## config.mk

```make
export PLATFORM = sky130hd
export DESIGN_NAME = counter
export DESIGN_NICKNAME = d
export VERILOG_FILES = /design/src/rtl/counter_pkg.sv /design/src/rtl/tick_gen.sv /design/src/rtl/counter.sv
export SDC_FILE = /design/constraint.sdc
export NUM_CORES = 1
export LEC_CHECK = 0
export CAP_MARGIN = 10
export CELL_PAD_IN_SITES_DETAIL_PLACEMENT = 1
export CELL_PAD_IN_SITES_GLOBAL_PLACEMENT = 2
export CORE_AREA = 2 2 128 130
export CTS_CLUSTER_DIAMETER = 80
export DETAILED_ROUTE_END_ITERATION = 8
export DIE_AREA = 0 0 130 132
export GPL_ROUTABILITY_DRIVEN = 0
export HOLD_SLACK_MARGIN = 0.05
export PLACE_DENSITY_LB_ADDON = 0.08
export SYNTH_ARGS = -nofsm -noshare
export SYNTH_HDL_FRONTEND = slang
export SYNTH_HIERARCHICAL = 1
export SYNTH_SLANG_ARGS = --single-unit
```

## constraint.sdc

```tcl
create_clock -name clk -period 4.8 [get_ports clk]
set_input_delay 0.48 -clock clk [delete_from_list [all_inputs] [get_ports clk]]
set_output_delay 0.48 -clock clk [all_outputs]
set_load 0.005 [all_outputs]
```

## src/rtl/counter_pkg.sv

```systemverilog
// ============================================================================
//  Module   : counter_pkg
//  Brief    : Shared encodings and widths for the periodic counter block.
//  Revision : 1.0 - initial release
// ============================================================================
`default_nettype none

package counter_pkg;

    localparam int DELAY_W = 10;

    localparam logic [2:0] UNIT_CYC = 3'b000;
    localparam logic [2:0] UNIT_US  = 3'b001;
    localparam logic [2:0] UNIT_MS  = 3'b010;
    localparam logic [2:0] UNIT_S   = 3'b011;

    // A zero-length period is treated as a one-unit period.
    function automatic logic [DELAY_W-1:0] eff_target(input logic [DELAY_W-1:0] t);
        return (t == '0) ? {{(DELAY_W-1){1'b0}}, 1'b1} : t;
    endfunction

endpackage

`default_nettype wire

```

## src/rtl/tick_gen.sv

```systemverilog
// ============================================================================
//  Module   : tick_gen
//  Brief    : Prescaler; pulses tick once every div clock cycles.
//  Revision : 1.0 - initial release
// ============================================================================
`default_nettype none

module tick_gen (
    input  logic        clk,
    input  logic        rst,
    input  logic [31:0] div,
    output logic        tick
);

    logic [31:0] r_p;

    assign tick = (r_p == div - 32'd1);

    always_ff @(posedge clk or negedge rst) begin
        if (!rst) begin
            r_p <= '0;
        end else begin
            r_p <= tick ? 32'd0 : r_p + 32'd1;
        end
    end

endmodule

`default_nettype wire

```

## src/rtl/counter.sv

```systemverilog
// ============================================================================
//  Module   : counter
//  Brief    : Free-running periodic timer with selectable time base.
//  Revision : 1.0 - initial release
// ============================================================================
`default_nettype none

module counter
    import counter_pkg::*;
#(
    parameter int unsigned CLK_FREQ_HZ = 100_000_000
) (
    input  logic               clk,
    input  logic               rst,
    input  logic [DELAY_W-1:0] delay,
    input  logic [2:0]         delay_unit,
    input  logic [DELAY_W-1:0] manual_delay,
    input  logic               debug_flag,
    output logic               count_done
);

    localparam logic [31:0] C_DIV_US = (CLK_FREQ_HZ / 1_000_000 == 0) ? 32'd1
                                                                     : 32'(CLK_FREQ_HZ / 1_000_000);
    localparam logic [31:0] C_DIV_MS = (CLK_FREQ_HZ / 1_000 == 0) ? 32'd1
                                                                 : 32'(CLK_FREQ_HZ / 1_000);
    localparam logic [31:0] C_DIV_S  = (CLK_FREQ_HZ == 0) ? 32'd1 : 32'(CLK_FREQ_HZ);
    localparam logic [DELAY_W-1:0] C_ONE = {{(DELAY_W-1){1'b0}}, 1'b1};

    logic [DELAY_W-1:0] r_cnt;
    logic [DELAY_W-1:0] r_n;
    logic [31:0]        r_div;
    logic               r_done;
    logic               r_start;

    logic [31:0]        w_new_div;
    logic [DELAY_W-1:0] w_new_n;
    logic [31:0]        w_div;
    logic [DELAY_W-1:0] w_n;
    logic               w_tick;
    logic               w_wrap;

    always_comb begin
        w_new_div = 32'd1;
        if (!debug_flag) begin
            case (delay_unit)
                UNIT_US: w_new_div = C_DIV_US;
                UNIT_MS: w_new_div = C_DIV_MS;
                UNIT_S:  w_new_div = C_DIV_S;
                default: w_new_div = 32'd1;
            endcase
        end
        w_new_n = eff_target(debug_flag ? manual_delay : delay);
    end

    // r_start marks the first cycle of a period (counter and prescaler both
    // at zero); the live inputs are used in that cycle and latched for the rest.
    assign w_div  = r_start ? w_new_div : r_div;
    assign w_n    = r_start ? w_new_n   : r_n;
    assign w_wrap = w_tick && (r_cnt == w_n - C_ONE);

    tick_gen u_tick_gen (
        .clk  (clk),
        .rst  (rst),
        .div  (w_div),
        .tick (w_tick)
    );

    always_ff @(posedge clk or negedge rst) begin
        if (!rst) begin
            r_cnt   <= '0;
            r_n     <= '0;
            r_div   <= '0;
            r_done  <= 1'b0;
            r_start <= 1'b1;
        end else begin
            if (r_start) begin
                r_div <= w_new_div;
                r_n   <= w_new_n;
            end
            if (w_tick) begin
                r_cnt <= w_wrap ? '0 : r_cnt + C_ONE;
            end
            r_done  <= w_wrap;
            r_start <= w_wrap;
        end
    end

    assign count_done = r_done;

endmodule

`default_nettype wire

```

# [Word level (Yosys, flattened, before mapping)]
# Cells that the tools add are included.
[word_totals] regBits=86 in_bits=26 word_cells=25
[op_classes] addsub=4 reduce_logical=2 n_eq_ne=5 n_mux=8
[ops] op="2-to-1 mux 32 bit" count=3
[ops] op="case mux 27 bit (3 select lines)" count=1
[ops] op="2-to-1 mux 10 bit" count=4
[ops] op="adder 32 x 1 -> 32 bit (second input constant)" count=1
[ops] op="equality test 32 bit" count=1
[ops] op="subtractor 32 x 1 -> 32 bit (second input constant)" count=1
[ops] op="adder 10 x 1 -> 10 bit (second input constant)" count=1
[ops] op="equality test 10 bit" count=1
[ops] op="logical NOT 10 bit" count=1
[ops] op="subtractor 10 x 1 -> 10 bit (second input constant)" count=1
[ops] op="equality test 3 x 2 -> 1 bit (second input constant)" count=2
[ops] op="equality test 3 x 1 -> 1 bit (second input constant)" count=1
[ops] op="logical AND 1 bit" count=1

# [Longest topological paths before layout]
[depth] word_depth=8 ltp_mapped=23

# [Hierarchy]
# The synthesis kept the hierarchy.
[modules_own_cells] mod="tick_gen" cells_per_inst=338 n_inst=1 area_per_inst_um2=2947.8 seq_area_each_um2=800.8
[modules_own_cells] mod="counter" cells_per_inst=242 n_inst=1 area_per_inst_um2=2623.8 seq_area_each_um2=1352.5

# [Worst setup path after synthesis]
# Ideal clock, no wire load.
[synth_path] path_kind="register -> register" startpoint="reg r_start" endpoint="reg r_cnt[9]" arrival_time_ns=5.055 path_buffers=6 period_less_slack_ns=5.184 required_time_ns=4.671 path_slack_ns=-0.384 stages_incl_launch_ff=24 cell_sequence="dfstp_2 > buf_4 > buf_2 > clkbuf_1 > clkbuf_1 > o211ai_1 > o21a_1 > inv_1 > ha_1 > or4b_4 > or4b_1 > buf_2 > nor3_1 > mux2_1 > a41oi_1 > nor3b_1 > and4_1 > clkbuf_1 > nand3_1 > nor2_1 > and3_1 > nand3_1 > xor2_1 > a31oi_1"
[synth_between] elab_chain_len=5 word_cells_on_any_way=8
[synth_lines] item="from (decl)" line="counter.sv:33" source="logic r_start;"
[synth_lines] item="from (signal assigned)" line="counter.sv:84" source="r_start <= w_wrap;"
[synth_lines] item="2-to-1 mux 32 bit *"
[synth_lines] item="via w_div[0]" line="counter.sv:37" source="logic [31:0] w_div;"
[synth_lines] item="subtractor 32 x 1 -> 32 bit *" line="tick_gen.sv:17" source="assign tick = (r_p == div - 32'd1);"
[synth_lines] item="equality test 32 bit *" line="tick_gen.sv:17"
[synth_lines] item="via w_tick" line="counter.sv:39" source="logic w_tick;"
[synth_lines] item="logical AND 1 bit" line="counter.sv:59" source="assign w_wrap = w_tick && (r_cnt == w_n - C_ONE);"
[synth_lines] item="2-to-1 mux 10 bit" line="counter.sv:81" source="r_cnt <= w_wrap ? '0 : r_cnt + C_ONE;"
[synth_lines] item="to (signal assigned)" line="counter.sv:81"
[synth_lines] item="to (decl)" line="counter.sv:29" source="logic [DELAY_W-1:0] r_cnt;"
# Mark *: on every way through the listed nets, which the timed path passes. The rest lies on a longest branch.
# A chain may end at the register's enable or synchronous reset.

# [Worst setup path after layout]
[layout_path] startpoint="reg r_start" endpoint="reg r_cnt[6]"
# The elaborated chain is that of the path after synthesis.

==> run_results.csv <==
group,metric,value,unit
logic_synthesis,yosys.area.top_type_share,38.2,%
sta,fin_ws,0.353,ns
worst_setup_path,cp_cell_sequence,"o211ai_1, o21a_1, inv_1, ha_1, or4b_4, or4b_1, nor3_2, mux2_1, a41oi_2, nor3b_1, and4_1, buf_4, nand4_1, nor2_1, buf_4, xnor2_1, a31oi_1",
logic_synthesis,synth_common_cells,"dfrtp_1, xor2_1, inv_1, xnor2_1, a21oi_2",
clock_network,h-tree-depth,3,
clock_network,cts.clk_slew.worst_paths,0.06,ns
global_routing,grt_max_degree,48,
sta,max_slew_margin,50.1,%
drt,wl_per_cell,17.5,um
power,p_int,1.11,mW
die,core-area,0.0157,mm^2
global_routing,grt_pass1_vias,4813,
global_routing,use_met2,31.6,%
clock_network,tritoncts,"yes",
worst_setup_path,crit_buf_inv,3,
die,io-pin-count,27,
global_routing,grt_first_pass_wirelength,24.8,mm
logic_synthesis,synth_area,0.00557,mm^2
clock_network,numCtsBuffers,9,
power,p_switching,316,uW
min_path,hp-class,"input pin to asynchronous set/reset pin",
sta,fin_crit,4.45,ns
global_routing,overflow,0,
die,initial_utilization,35.5,%
logic_synthesis,ys_types,75,
drt,drc,0,
global_routing,use_met3,3.17,%
placed_design,numPortBuffers,26,
drt,vias_per_cell,5.26,
clock_network,cts_num_sinks,86,
sta,rsz0062_at_grt,"no",
die,dieHeight,132,um
logic_synthesis,async_reset_ff_share,100,%
worst_setup_path,path_delay_family,"simple AND/OR/NAND/NOR gates",
sta,tns,0,ns
logic_synthesis,yosysMostFrequentCell,"dfrtp_1",
logic_synthesis,ys_seq_area_share,38.6,%
power,ir_drop,0.143,mV
drt,drt_pass1_iterations,4,
finish,n_antenna_cell,0,
worst_setup_path,required,5.06,ns
placed_design,dp_slack,0.00841,ns
die,placementRows,46,
sta,finalCritPeriodShare,92.7,%
logic_synthesis,yosys_warnings,6,
finish,design_area,0.00663,mm^2
clock_network,clkLatencyLatePin,0.34,ns
placed_design,placed_area,0.00636,mm^2
clock_network,post_cts_resized,0,
global_routing,grt_usage,18.4,%
sta,clock.fmax,225,MHz
clock_network,cts_hold_buf,0,
worst_setup_path,end_kind,"register",
global_routing,top_usage_layer,"met2",
global_routing,grt_antenna_before_repair,0,
drt,wirelength,15.0,mm
sta,finalHoldViolCount,0,
sta,tightest_slew,0.741,ns
finish,utilization,42.2,%
global_routing,grtUsageMet1,23.6,%
worst_setup_path,critPathMaxFanout,19,
power,total_leakage_power,2.70,nW
power,power_frac_comb,3.7,%
die,die_w,130,um
logic_synthesis,synth_edf_count,0,
finish,synthToLayoutAreaGrowth,19.0,%
sta,finClkSkew,0.00952,ns
finish,final_nets,671,
clock_network,cts_max_path_buffers,2,
logic_synthesis,synthTopCellsByArea,"dfrtp_1, xor2_1, xnor2_1, a21oi_2, nand3_1",
placed_design,hpwl,11.4,mm
clock_network,cts-root-buf,"clkbuf_16",
worst_setup_path,cpPeakStageDelay,0.78,ns
logic_synthesis,syn_nets,610,
logic_synthesis,synth.avg_cell_area,9.61,um^2
logic_synthesis,synth-seq-cells,86,
worst_setup_path,path_common_cell,"buf_4",
worst_setup_path,arrival,4.71,ns
drt,drt-initial-drc-count,151,
worst_setup_path,cp-start-kind,"register",
die,dieArea,0.0172,mm^2
run,drv_cap,0,
logic_synthesis,syn-instance-count,580,
worst_setup_path,critPathSlowestCell,"dfstp_2",
power,seq_power_share,50.7,%
status,status,"completed",
clock_network,postCtsSetupRepairBufs,0,
drt,vias,4537,
logic_synthesis,synthFlopType,"dfrtp_1",
finish,fillCellCount,1801,
sta,report.final.slew_viol_count,0,
sta,setup_violations,0,
drt,ant_nets,0,
power,power.total,1.43,mW
finish,seqCellArea,0.00215,mm^2
power,p_per_area,216,mW/mm^2
worst_setup_path,criticalPathCategory,"register to register",
logic_synthesis,synth.largest_area_cell,"dfrtp_1",
power,clkPwrFrac,45.6,%
power,sw_frac_of_total,22.1,%
finish,multi_input_area,0.00314,mm^2
finish,drive_gt1_share,19.0,%
## routing by layer
metal  vias up  share of wire (%)
met5         -                  0
met4         0               0.98
met3        10                2.5
met2        38                 50
met1      2271                 46
li1       2218                  -
## cells in the final DEF (no fill, tap or decap), types with 13 or more instances in the layout
cell | netlist | final
nor4_1 | 15 | 14
nor2b_1 | 17 | 17
buf_4 | 1 | 51
xnor2_1 | 34 | 34
xor2_1 | 50 | 50
o21ai_0 | 28 | 28
a21oi_2 | 32 | 32
clkdlybuf4s50_1 | 0 | 25
nor2_1 | 30 | 30
nor3_1 | 20 | 19
a31oi_1 | 13 | 13
nand3_1 | 31 | 31
dfrtp_1 | 85 | 85
nand2_1 | 16 | 16
inv_1 | 34 | 34
## power groups by stage
stage | clock [mW] | sequential, mW | combinational (mW)
floorplan | 0 | 0.738 | 0.0132
global placement | 0 | 0.738 | 0.0539
detailed placement | 0 | 0.738 | 0.0551
CTS | 0.681 | 0.725 | 0.0554
global route | 0.703 | 0.724 | 0.0595
finish | 0.651 | 0.725 | 0.0532
## sequential cells by signal (all words and copies together) (netlist names)
register        count
u_tick_gen/r_p     32
r_cnt              10
r_div              32
r_n                10
count_done          1
r_start             1
## per-stage QoR
| step | instances | hold WS (ns) |
|---|---|---|
| 2_1_floorplan | 580 | 0.184 |
| 3_3_place_gp | 846 | 0.487 |
| 4_1_cts | 862 | 0.118 |
| 6_report | 862 | 0.112 |
| 5_1_grt | 862 | 0.137 |
| 3_5_place_dp | 846 | 0.498 |
## final timing paths
path | startpoint | endpoint | slack, ns | depth (start not counted)
max | r_start$_DFF_PN1_ | r_cnt[6]$_DFFE_PN0P_ | 0.35 | 17
min | rst | u_tick_gen/r_p[6]$_DFF_PN0_ | 0.11 | 1
max reg2reg | r_start$_DFF_PN1_ | r_cnt[6]$_DFFE_PN0P_ | 0.35 | 17
min reg2reg | u_tick_gen/r_p[0]$_DFF_PN0_ | u_tick_gen/r_p[0]$_DFF_PN0_ | 0.55 | 1
max in group asynchronous | rst | r_cnt[8]$_DFFE_PN0P_ | 3.67 | 2
min in group clk | u_tick_gen/r_p[0]$_DFF_PN0_ | u_tick_gen/r_p[0]$_DFF_PN0_ | 0.55 | 1
## area by class of cell
class | instances | share of cell area [%]
Sequential cell | 86 | 32.5
Clock buffer | 12 | 3.72
Tap cell | 216 | 4.08
Timing Repair Buffer | 78 | 10.2
Inverter | 34 | 1.92
Clock inverter | 4 | 0.377
Multi-Input combinational cell | 432 | 47.3
## kinds of logic after synthesis
family / count (synthesis) / synth area share, %
xor gates and xnor gates: 84 / 13.2
AOI/OAI and AO/OA: 125 / 16.7
and+or+nand+nor: 203 / 21.6
buffers and inverters: 62 / 5.64
DFF: 86 / 38.6
muxes: 16 / 3.23
adders and majority gates: 4 / 0.898
Note: power is estimated with default switching activity, not from simulation.
==> RTL change, RTL diff (same flow settings) <==
Make the reset (`rst`) synchronous in 2 clocked blocks.
--- a/src/rtl/tick_gen.sv
+++ b/src/rtl/tick_gen.sv
@@ -16,7 +16,7 @@
 
     assign tick = (r_p == div - 32'd1);
 
-    always_ff @(posedge clk or negedge rst) begin
+    always_ff @(posedge clk) begin
         if (!rst) begin
             r_p <= '0;
         end else begin
--- a/src/rtl/counter.sv
+++ b/src/rtl/counter.sv
@@ -65,7 +65,7 @@
         .tick (w_tick)
     );
 
-    always_ff @(posedge clk or negedge rst) begin
+    always_ff @(posedge clk) begin
         if (!rst) begin
             r_cnt   <= '0;
             r_n     <= '0;
Check against the original RTL: differs if rst is asserted again (counterexample within 4 cycles, from zero or initial values and one cycle with rst low); with rst held inactive, the same outputs for 10 cycles.
==> RTL change against the original RTL <==
  * Sequential cell count unchanged
  * Non-clock buffer count decreased by 7
  * Routed wire length is 3.3% higher
  * Count of clock-buffer cells in the layout did not move
  * Worst setup slack gained 0.0089 ns
  * Via count increased by 3.7%
  * Core utilization down 1.8 points
  * Critical path depth up 2
  * Synthesized cell count is 11% higher
  * Synthesized area is 5.0% lower
  * Final area down 4.2%
  * Register-to-register slack better by 0.34 ns
  * Critical endpoint is now r_cnt[7]
  * Highest routed layer unchanged
Power is not compared: it rests on default switching activity, and its combinational part moved more than twofold at a synthesized area within 25%.
==> RTL change: results (changes against the original RTL) <==
Clock network
  • Clock-pin slew on the worst setup and hold paths: 0.06 ns (about the same)
  • Worst-case clock buffer depth: 2 (unchanged)
  • H-tree depth: 3 (unchanged)
  • Number of buffers created by CTS: 9 (unchanged)
  • Clock latency on the worst-skew pair: 0.35 ns
  • Clock root buffer: clkbuf_16 (unchanged)

Global routing
  • Vias in the first global route: 4,811 (was 4,813)
  • Initial antenna violation count: 0 (unchanged)
  • First-pass GRT wire length: 25,100 um (was 24,800 um)
  • Total track usage: 18.7% (was 18.4%)
  • Largest net degree at the start of global routing: 42 (was 48)

Logic synthesis
  • Async set-reset flop share out of synthesis: 0% (was 100%)
  • Top cells by instance count after synthesis: dfxtp_1 (86), nor2_1 (82), nand2_1 (59) (was dfrtp_1 (85), xor2_1 (50), inv_1 (34), xnor2_1 (34), a21oi_2 (32))
  • Syn_nets: 676 (was 610)
  • YS warnings: 6 (unchanged)
  • Leading post-synthesis cells by cell area: dfxtp_1 (33%), xor2_1 (6.9%), xnor2_1 (6.6%) (was dfrtp_1 (38%), xor2_1 (7.9%), xnor2_1 (5.3%))
  • Yosys cell types: 69 (was 75)
  • Register area share after synthesis: 32.5% (was 38.6%)
  • Synth Flop Type: dfxtp_1 (was dfrtp_1)

Setup path
  • Slowest Stage Delay on Critical Path: 0.51 ns (was 0.78 ns)
  • Critical Path AT: 4.65 ns (was 4.71 ns)
  • Slowest CP cell: nor4_1 (was dfstp_2)
  • Delay-heaviest family, CP: simple AND/OR/NAND/NOR gates (unchanged)
  • Critical Path Fanout Max: 7 (was 19)

Cells and area
  • Largest registers: r_div x32, u_tick_gen/r_p x32 (unchanged)
  • Ant diodes: 0 (unchanged)
  • Nets: 735 (was 671)
  • Layout cells sized above 1: 12.5% (was 19.0%)

Detailed routing
  • Initial DRC count: 156 (was 151)
  • Vias/cell: 5.08 (was 5.26)
  • DR WL/cell: 16.8 um (was 17.5 um)
  • Iteration count of the initial detailed-routing pass: 4 (unchanged)

Power and ir drop
  • Peak VDD IR: ~0.00016 V
  • Leak Pwr: around 2.6 nW

Timing
  • Clock Skews: 0.0121 ns (was 0.00952 ns)
  • Least-Margin Pin Slew: 0.698 ns (was 0.741 ns)

Outcome
  • Status: finished clean (unchanged)

Placed design
  • Area after DPL: 6000 um2 (was 6360 um2)
  • DP Wirelength: 12,100 um (was 11,400 um)
  • Port Buffers: 26 (unchanged)

Worst hold path
  • Hold Crit Class: reg2reg (was in2async)
-- RTL change: repair_timing --
item | 4_1_cts | 5_1_grt
buffers inserted | 0 | 4
endpoints found under the setup margin | 0 | 11
gates resized for setup | 0 | 3
-- RTL change: final cells by class --
type | count | area (um2)
Clock buffer | 12 | 256
Fill cell | 1889 | 9360
Multi-Input combinational cell | 509 | 3350
Sequential cell | 86 | 1720
Timing Repair Buffer | 71 | 593
Inverter | 28 | 105
Clock inverter | 4 | 52.6
Tap cell | 216 | 270
-- RTL change: final timing paths --
check / slack (ns) / depth (start not counted) / start / endpoint
setup / recovery: 0.36 / 19 / debug_flag / r_cnt[7]
hold / removal: 0.53 / 2 / r_div[5] / r_div[5]
setup reg to reg: 0.69 / 18 / r_start / r_cnt[7]
hold reg to reg: 0.53 / 2 / r_div[5] / r_div[5]
-- RTL change: report_power, final --
group	switching [mW]	total (mW)	internal [mW]	leakage [nW]
registers	0.00645	0.732	0.725	0.697
clock network	0.299	0.733	0.434	0.153
logic	0.148	0.275	0.127	1.74
-- RTL change: cells by family after synthesis --
family                     synth area share (%)
DFF                                        32.5
and+or+nand+nor                            33.2
muxes                                      4.73
adders and majority gates                 0.945
buffers and inverters                      4.37
AOI/OAI and AO/OA                          9.83
xor gates and xnor gates                   14.4
-- RTL change: layer usage --
layer | track usage (%) | share of wire (%) | up-vias
met2 | 30.0 | 46 | 58
met5 | 0 | 0 | -
li1 | - | - | 2351
met1 | 25.2 | 49 | 2277
met4 | 5.62 | 2.0 | 0
met3 | 3.73 | 3.2 | 21
-- RTL change: stage by stage --
step	instances	worst slack (ns)	total power, mW
finish	926	0.362	1.74
global route	926	0.0276	1.83
CTS	922	0.181	1.76
detailed placement	906	-0.146	1.02
global placement	906	-0.104	1.01
floorplan	646	0.510	0.920
-- RTL change: tightest hold or removal path, stage by stage, from the launching register on --
cell	delay, ns
dfxtp_1	0.30
nand2b_1	0.09
a31oi_1	0.09
